`src/rtl/dilated_cache_pkg.sv`:
```
// rtl/dilated_cache_pkg.sv - shared types and helpers for the dilated activation cache
// Contents: FSM state enum, tap count, modular pointer subtraction helper.
package dilated_cache_pkg;

  typedef enum logic [1:0] {
    IDLE    = 2'd0,
    READ    = 2'd1,
    PRESENT = 2'd2
  } state_e;

  localparam int NUM_TAPS = 4;

  // (ptr - off) mod depth, adding depth first so no negative intermediate
  // appears; off is always < depth so one conditional subtract suffices.
  function automatic int wrap_sub(input int ptr, input int off, input int depth);
    int sum;
    sum = ptr + depth - off;
    if (sum >= depth) sum = sum - depth;
    return sum;
  endfunction

endpackage

```
`src/rtl/dilated_cache_ram.sv`:
```
// rtl/dilated_cache_ram.sv - DEPTH x DW history storage, 1 sync write, 4 async reads
// Ports: clk; we/waddr/wdata write port; raddr0..3 -> rdata0..3 combinational reads.
// Contents are never reset; the owner masks stale entries.
module dilated_cache_ram #(
  parameter int DEPTH = 4,
  parameter int AW    = 2,
  parameter int DW    = 128
) (
  input  logic          clk,
  input  logic          we,
  input  logic [AW-1:0] waddr,
  input  logic [DW-1:0] wdata,
  input  logic [AW-1:0] raddr0,
  input  logic [AW-1:0] raddr1,
  input  logic [AW-1:0] raddr2,
  input  logic [AW-1:0] raddr3,
  output logic [DW-1:0] rdata0,
  output logic [DW-1:0] rdata1,
  output logic [DW-1:0] rdata2,
  output logic [DW-1:0] rdata3
);

  logic [DW-1:0] mem_q [DEPTH];

  always_ff @(posedge clk) begin
    if (we) mem_q[waddr] <= wdata;
  end

  assign rdata0 = mem_q[raddr0];
  assign rdata1 = mem_q[raddr1];
  assign rdata2 = mem_q[raddr2];
  assign rdata3 = mem_q[raddr3];

endmodule

```
`src/rtl/dilated_activation_cache.sv`:
```
// rtl/dilated_activation_cache.sv - circular history feeding four dilated conv1d taps
// Ports: clk, rst (async, active-high); in_v/in_ready/packed_in accept x[t];
// packed_a0..a3 = x[t-3d], x[t-2d], x[t-d], x[t]; out_v held until out_ack.
// Optional macro CACHE_FLUSH_EN adds input flush to restart history from IDLE.
module dilated_activation_cache
  import dilated_cache_pkg::*;
#(
  parameter int W        = 16,
  parameter int D        = 8,
  parameter int DILATION = 1
) (
  input  logic           clk,
  input  logic           rst,
`ifdef CACHE_FLUSH_EN
  input  logic           flush,
`endif
  input  logic           in_v,
  output logic           in_ready,
  input  logic [D*W-1:0] packed_in,
  output logic [D*W-1:0] packed_a0,
  output logic [D*W-1:0] packed_a1,
  output logic [D*W-1:0] packed_a2,
  output logic [D*W-1:0] packed_a3,
  output logic           out_v,
  input  logic           out_ack
);

  localparam int DEPTH = 3 * DILATION + 1;
  localparam int AW    = $clog2(DEPTH);
  localparam int DW    = D * W;

  state_e        state_q, state_d;
  logic [AW-1:0] wptr_q, wptr_d;
  logic [AW-1:0] count_q, count_d;
  logic          out_v_q, out_v_d;
  // tap_q[k] holds x[t - k*DILATION]; k=0 is the newest sample.
  logic [DW-1:0] tap_q [NUM_TAPS];
  logic [DW-1:0] tap_d [NUM_TAPS];
  logic [AW-1:0] raddr [NUM_TAPS];
  logic [DW-1:0] rdata [NUM_TAPS];
  logic          ram_we;

`ifdef CACHE_FLUSH_EN
  assign in_ready = (state_q == IDLE) && !flush;
`else
  assign in_ready = (state_q == IDLE);
`endif

  for (genvar k = 0; k < NUM_TAPS; k++) begin : g_raddr
    assign raddr[k] = AW'(wrap_sub(int'(wptr_q), k * DILATION, DEPTH));
  end

  dilated_cache_ram #(
    .DEPTH (DEPTH),
    .AW    (AW),
    .DW    (DW)
  ) u_ram (
    .clk    (clk),
    .we     (ram_we),
    .waddr  (wptr_q),
    .wdata  (packed_in),
    .raddr0 (raddr[0]),
    .raddr1 (raddr[1]),
    .raddr2 (raddr[2]),
    .raddr3 (raddr[3]),
    .rdata0 (rdata[0]),
    .rdata1 (rdata[1]),
    .rdata2 (rdata[2]),
    .rdata3 (rdata[3])
  );

  always_comb begin
    state_d = state_q;
    wptr_d  = wptr_q;
    count_d = count_q;
    out_v_d = out_v_q;
    ram_we  = 1'b0;
    for (int k = 0; k < NUM_TAPS; k++) tap_d[k] = tap_q[k];

    case (state_q)
      IDLE: begin
`ifdef CACHE_FLUSH_EN
        if (flush) begin
          wptr_d  = '0;
          count_d = '0;
        end
`endif
        if (in_v && in_ready) begin
          ram_we  = 1'b1;
          state_d = READ;
        end
      end
      READ: begin
        // count is the number of valid samples before x[t]; anything older
        // than that reads as causal zero padding.
        for (int k = 0; k < NUM_TAPS; k++) begin
          tap_d[k] = (k * DILATION <= int'(count_q)) ? rdata[k] : '0;
        end
        wptr_d  = (wptr_q == AW'(DEPTH - 1)) ? '0 : wptr_q + 1'b1;
        count_d = (count_q == AW'(3 * DILATION)) ? count_q : count_q + 1'b1;
        out_v_d = 1'b1;
        state_d = PRESENT;
      end
      PRESENT: begin
        if (out_ack) begin
          out_v_d = 1'b0;
          state_d = IDLE;
        end
      end
      default: state_d = IDLE;
    endcase
  end

  always_ff @(posedge clk or posedge rst) begin
    if (rst) begin
      state_q <= IDLE;
      wptr_q  <= '0;
      count_q <= '0;
      out_v_q <= 1'b0;
      for (int k = 0; k < NUM_TAPS; k++) tap_q[k] <= '0;
    end else begin
      state_q <= state_d;
      wptr_q  <= wptr_d;
      count_q <= count_d;
      out_v_q <= out_v_d;
      for (int k = 0; k < NUM_TAPS; k++) tap_q[k] <= tap_d[k];
    end
  end

  assign out_v     = out_v_q;
  assign packed_a3 = tap_q[0];
  assign packed_a2 = tap_q[1];
  assign packed_a1 = tap_q[2];
  assign packed_a0 = tap_q[3];

endmodule
```
`config.mk`:
```
export PLATFORM = sky130hd
export DESIGN_NAME = dilated_activation_cache
export DESIGN_NICKNAME = d
export VERILOG_FILES = /design/src/rtl/dilated_cache_pkg.sv /design/src/rtl/dilated_cache_ram.sv /design/src/rtl/dilated_activation_cache.sv
export SDC_FILE = /design/constraint.sdc
export NUM_CORES = 2
export LEC_CHECK = 0
export BUFFER_PORTS_ARGS = -buffer_cell sky130_fd_sc_hd__buf_4
export CAP_MARGIN = 0
export CORE_MARGIN = 8
export CORE_UTILIZATION = 40
export DETAILED_ROUTE_END_ITERATION = 8
export SETUP_SLACK_MARGIN = 0.4
export SLEW_MARGIN = 20
export SYNTH_ARGS = -nofsm -noshare
export SYNTH_HDL_FRONTEND = slang
export SYNTH_SLANG_ARGS = --single-unit
```
`constraint.sdc`:
```
create_clock -name clk -period 23.2 [get_ports clk]
set_input_delay 5.8 -clock clk [delete_from_list [all_inputs] [get_ports clk]]
set_output_delay 5.8 -clock clk [all_outputs]
set_load 0.01 [all_outputs]
```
-- After elaboration in Yosys (flattened, before gate mapping)
Memories as Yosys holds them, arrays and structs flattened. A register that Yosys moved wholly into a read port is not among the register bits.
Index checks and enable logic that the tools add are counted.
- bits in registers: 391
- latch bits: 0
- bits in writable memories: 512
- ROM bits: 0
- input bits: 132
- output and inout port bits: 514
- logic and storage cells: 55
- memories kept: 1
- $add $sub $neg: 10
- multipliers: 0
- divide/modulo/power cells: 0
- order comparisons: 7
- eq/ne operators: 6
- shifts and indexed selects: 0
- muxes and demuxes: 17
- bitwise operators: 1
- reduce and logical (&&, ||, !) cells: 6
- memories (name ; depth ; width ; rd ports ; clocked after memory_dff ; wr ports ; RTL line ; RTL):
    u_ram.mem_q ; 4 ; 128 ; 4 ; 1 ; 1 ; dilated_cache_ram.sv:23 ; logic [DW-1:0] mem_q [DEPTH];
- operator list (kind ; number):
    $mux 128 ; 3
    $ge 5x4->1 const B ; 3
    $mux 2 ; 7
    $sub 4x2->5 const B ; 2
    $sub 2x1->2 const B ; 4
    $eq 2x2->1 const B ; 3
    $pmux 2 s3 ; 1
    $reduce_and 2->1 ; 3
    $mux 1 ; 5
    $sub 4x1->5 const B ; 1
    $add 2x1->2 const B ; 2
    $add 2x3->4 const B ; 1
    $ge 4x3->1 const B ; 1
    $le 2x2->1 const A ; 2
    $eq 2x1->1 const B ; 1
    $le 1x2->1 const A ; 1
    $logic_not 2->1 ; 1
    $ne 2x1->1 const B ; 1
    $ne 2x2->1 const B ; 1
    $pmux 1 s2 ; 1
    $reduce_bool 2->1 ; 1
    $logic_and 1x1->1 ; 1
    $not 1->1 ; 1

-- Logic depth before layout (Yosys ltp)
- depth in word-level cells: 6
- mapped depth: 10
- gate-level depth less buffers: 4

-- Modules after synthesis
From an unflattened synthesis, not the netlist that was laid out.
- cells, all modules: 3109
- area, all modules: 48501.5 µm²
- modules (own cells, without submodules) (module ; times used ; cells an instance ; area each (µm²) ; sequential area each (µm²)):
    dilated_cache_ram ; 1 ; 1140 ; 27750.4 ; 15374.7
    dilated_activation_cache ; 1 ; 1969 ; 20751.2 ; 12987.5

-- Least setup slack after synthesis
OpenSTA, ideal clock, no wires.
- path type: input to register
- from: in in_v
- to: mem u_ram.mem_q[3][0] (enable)
- setup time: 0.503 ns
- arrival: 8.797 ns
- data required time: 22.697 ns
- setup slack: 13.900 ns
- stages: 1
- path buffers: 0
- cells stage by stage: and3_1
- word-level cells in the longest chain between the ends: 5
- RTL lines (what ; RTL line ; RTL):
    start, declared ; dilated_activation_cache.sv:17 ; input logic in_v,
    $logic_and 1x1->1 ; dilated_activation_cache.sv:88 ; if (in_v && in_ready) begin
    $mux 1 ; dilated_activation_cache.sv:88 ;
    $mux 1 ; dilated_activation_cache.sv:80 ; case (state_q)
    $mux 1 ; dilated_cache_ram.sv:26 ; if (we) mem_q[waddr] <= wdata;
    $mux 1 (implied by the code) ; dilated_cache_ram.sv:26 ;
    end, declared ; dilated_cache_ram.sv:23 ;
Every way passes these cells.

==> run metrics <==
remaining antenna violation count 0; port buffer count around 650; ranking of synthesized cells by area edfxtp_1, dfrtp_1, mux2_4, mux2i_1, o21ai_1; number of I/O pins roughly 650; Ys Warns 0; GRT overflow 0; Worst Clk Skew roughly 0.033 ns; Area Overhead vs Synth 19.0%; worst r2r src wptr_q[0]$_DFFE_PP0N_; top_reg_cell synth dfrtp_1; Synth Instances 3343; layout cells sized above 1 0.329; clk root buf clkbuf_16; Async S/R FF share, synth 0.503; CP arrival approximately 9.6 ns; vias 28.6k; # hold bufs at CTS 0; initial antenna violation count 8; Pre-Repair DR Iteration Count 5; clock sink count slightly above 1k; Hold Path End packed_a3[99]$_DFFE_PP0N_; pwr dens 148 mW/mm²; Distinct cells, synth 31; CP most frequent cell buf_4; EDFF count, synth 512; Synthesized Nets around 3.5k; clock power share 0.211; worst path required time 23.88 ns; Slew Limit Fails 0; pin count of the biggest net entering global routing 144; cts repair resizes 0; critical path class input port to asynchronous set/reset pin; Hold Path Class flip-flop to flip-flop; Synth top area share 0.324; switching pwr 3.13 mW; synth cell count leaders dfrtp_1, nand2_1, o21ai_1; Max Clk Rate 0.112 GHz; worst-case reg-to-reg path depth 7; Syn Area/Cell ~14 µm²; vias per inst 5.15; clock buffer depth 3; Hold Fails Final Rpt 0; Min Clock Period, post-route approximately 8.9 ns; Gate power share 0.444; Seq/Total Area, Yosys 0.598; Pleak 25.0 nW; first-pass GRT wire length 196000 µm; Initial Utilization 0.403; top-count cell post-synth dfrtp_1; gpl congestion 0.776; core region area 0.118 mm²; num rows 126; DPL Wire Length 86800 µm; RSZ-0062 raised after global routing false; Seq pwr share 0.345; crit-path cells buf_4 > inv_8 > buf_4 > buf_4 > buf_4 > buf_4; top cell type by total area after synthesis edfxtp_1; Slew @ Worst Pin 1.12 ns; count of final setup violators 0; clock slew at reported path FFs 0.06 ns; Final TNS setup 0 ns; nets@finish about 4.1k; maximum VDD drop about 0.00013 V; initial DRC count 1529; WL/cell 23.8 µm; synthesized flop and latch total 1031; fillers 10.5k; Inserted Clock Buffers 112; Clock Latency Late Sink 0.70 ns; Max-Slew Margin vs Limit 0.253; vias in the first global route 29.5k; max cap viols 0; GRT Util Overall 0.196; WHS Path Cells 2; Die Ht 360 µm; area of the mapped netlist 0.0474 mm²; Max FO, Critical Path 98; Final Cycle Share 0.383; setup slack, reg-to-reg ~18 ns; switch share 0.375; R2R Path End packed_a1[72]$_DFFE_PP0N_; Critical Path Start Type input port; setup repair bufs after CTS 0; Final Core Density 0.479; status completed; Int Pwr 5.21 mW; H-Tree Depth 3; DR DRC count 0; Critical Path Max Stage Delay 0.82 ns; CTS tree done; Die ar. 0.130 mm²; width of the die 360 µm; HP Start packed_a3[99]$_DFFE_PP0N_; crit path max-delay cell type buf_4; Crit. End Element asynchronous set/reset pin; final wirelength 132000 µm
[worst max-delay path by stage]
| stage | start | to | slack [ns] | cells after the start |
|---|---|---|---|---|
| final | rst | packed_a2[9]$_DFFE_PP0N_ | 14.30 | 6 |
| after CTS | rst | packed_a1[19]$_DFFE_PP0N_ | 14.17 | 6 |
| after global routing | rst | packed_a1[12]$_DFFE_PP0N_ | 13.73 | 6 |
| after floorplan | rst | count_q[0]$_DFFE_PP0P_ | 2.90 | 1 |
| after global placement | rst | packed_a1[26]$_DFFE_PP0N_ | 13.46 | 6 |
| after detailed placement | rst | packed_a0[12]$_DFFE_PP0N_ | 13.41 | 6 |
[power by group through the flow]
stage | Sequential, mW | Combinational (mW) | Clock, mW
after global routing | 2.93 | 4.00 | 1.87
after global placement | 2.90 | 3.72 | 0
after CTS | 2.89 | 3.76 | 1.81
after detailed placement | 2.91 | 3.76 | 0
after floorplan | 2.96 | 2.39 | 0
final | 2.88 | 3.70 | 1.76
[metrics by stage]
stage	cells	total power, mW	instance area (µm²)	hold slack (ns)	worst slack (ns)
after global routing	5557	8.81	56400	0.506	13.73
final	5559	8.34	56400	0.482	14.30
after detailed placement	5340	6.67	52700	0.476	13.41
after CTS	5553	8.45	56400	0.490	14.17
after floorplan	3343	5.34	47400	0.479	2.90
after global placement	5340	6.62	52700	0.470	13.46
[routing by layer]
| metal | GRT usage | share of wire | up-vias |
|---|---|---|---|
| li1 | - | - | 13200 |
| met1 | 0.241 | 0.41 | 14600 |
| met2 | 0.349 | 0.51 | 598 |
| met3 | 0.0399 | 0.051 | 181 |
| met4 | 0.0554 | 0.024 | 6 |
| met5 | 0 | 0.00030 | - |
[area by class of cell]
cell class | count | area [µm²] | area share
antenna | 5 | 12.5 | 0.000222
clock buffer | 172 | 3220 | 0.0571
clock inverter | 41 | 442 | 0.00783
inverter | 6 | 37.5 | 0.000665
multi-input combinational | 2078 | 17200 | 0.304
sequential | 1031 | 28400 | 0.503
tap | 1536 | 1920 | 0.0341
timing repair buffer | 690 | 5240 | 0.0928
[logic make-up after synthesis]
kind of cell    count (synthesis)  share of synthesized area
fa+ha+maj                       7                    0.00185
flops                        1031                      0.598
simple gates                  527                     0.0425
mux                          1025                      0.262
xor+xnor                        1                   0.000185
buf+inv                       234                     0.0411
compound gates                518                     0.0548
[worst max-delay path: cells and delay by family]
kind | cells | cell delay [ns]
buf+inv | 6 | 3.50
[sequential cells by signal (all words and copies together) (netlist names)]
name and flops:
packed_a1 128, packed_a2 128, out_v 1, state_q 2, wptr_q 2, packed_a3 128
u_ram.mem_q 512, count_q 2, packed_a0 128
[cell usage in the layout, fill, tap and decap left out, drive strengths merged, types with 4 or more instances in the layout]
cell	count
buf	690
dfrtp	519
o21ai	516
nand2	515
mux2	513
mux2i	512
edfxtp	512
clkbuf	172
clkinv	24
inv	14
ha	7
diode	5
bufinv	5
and3	4
clkinvlp	4
(Power assumes the default switching activity.)
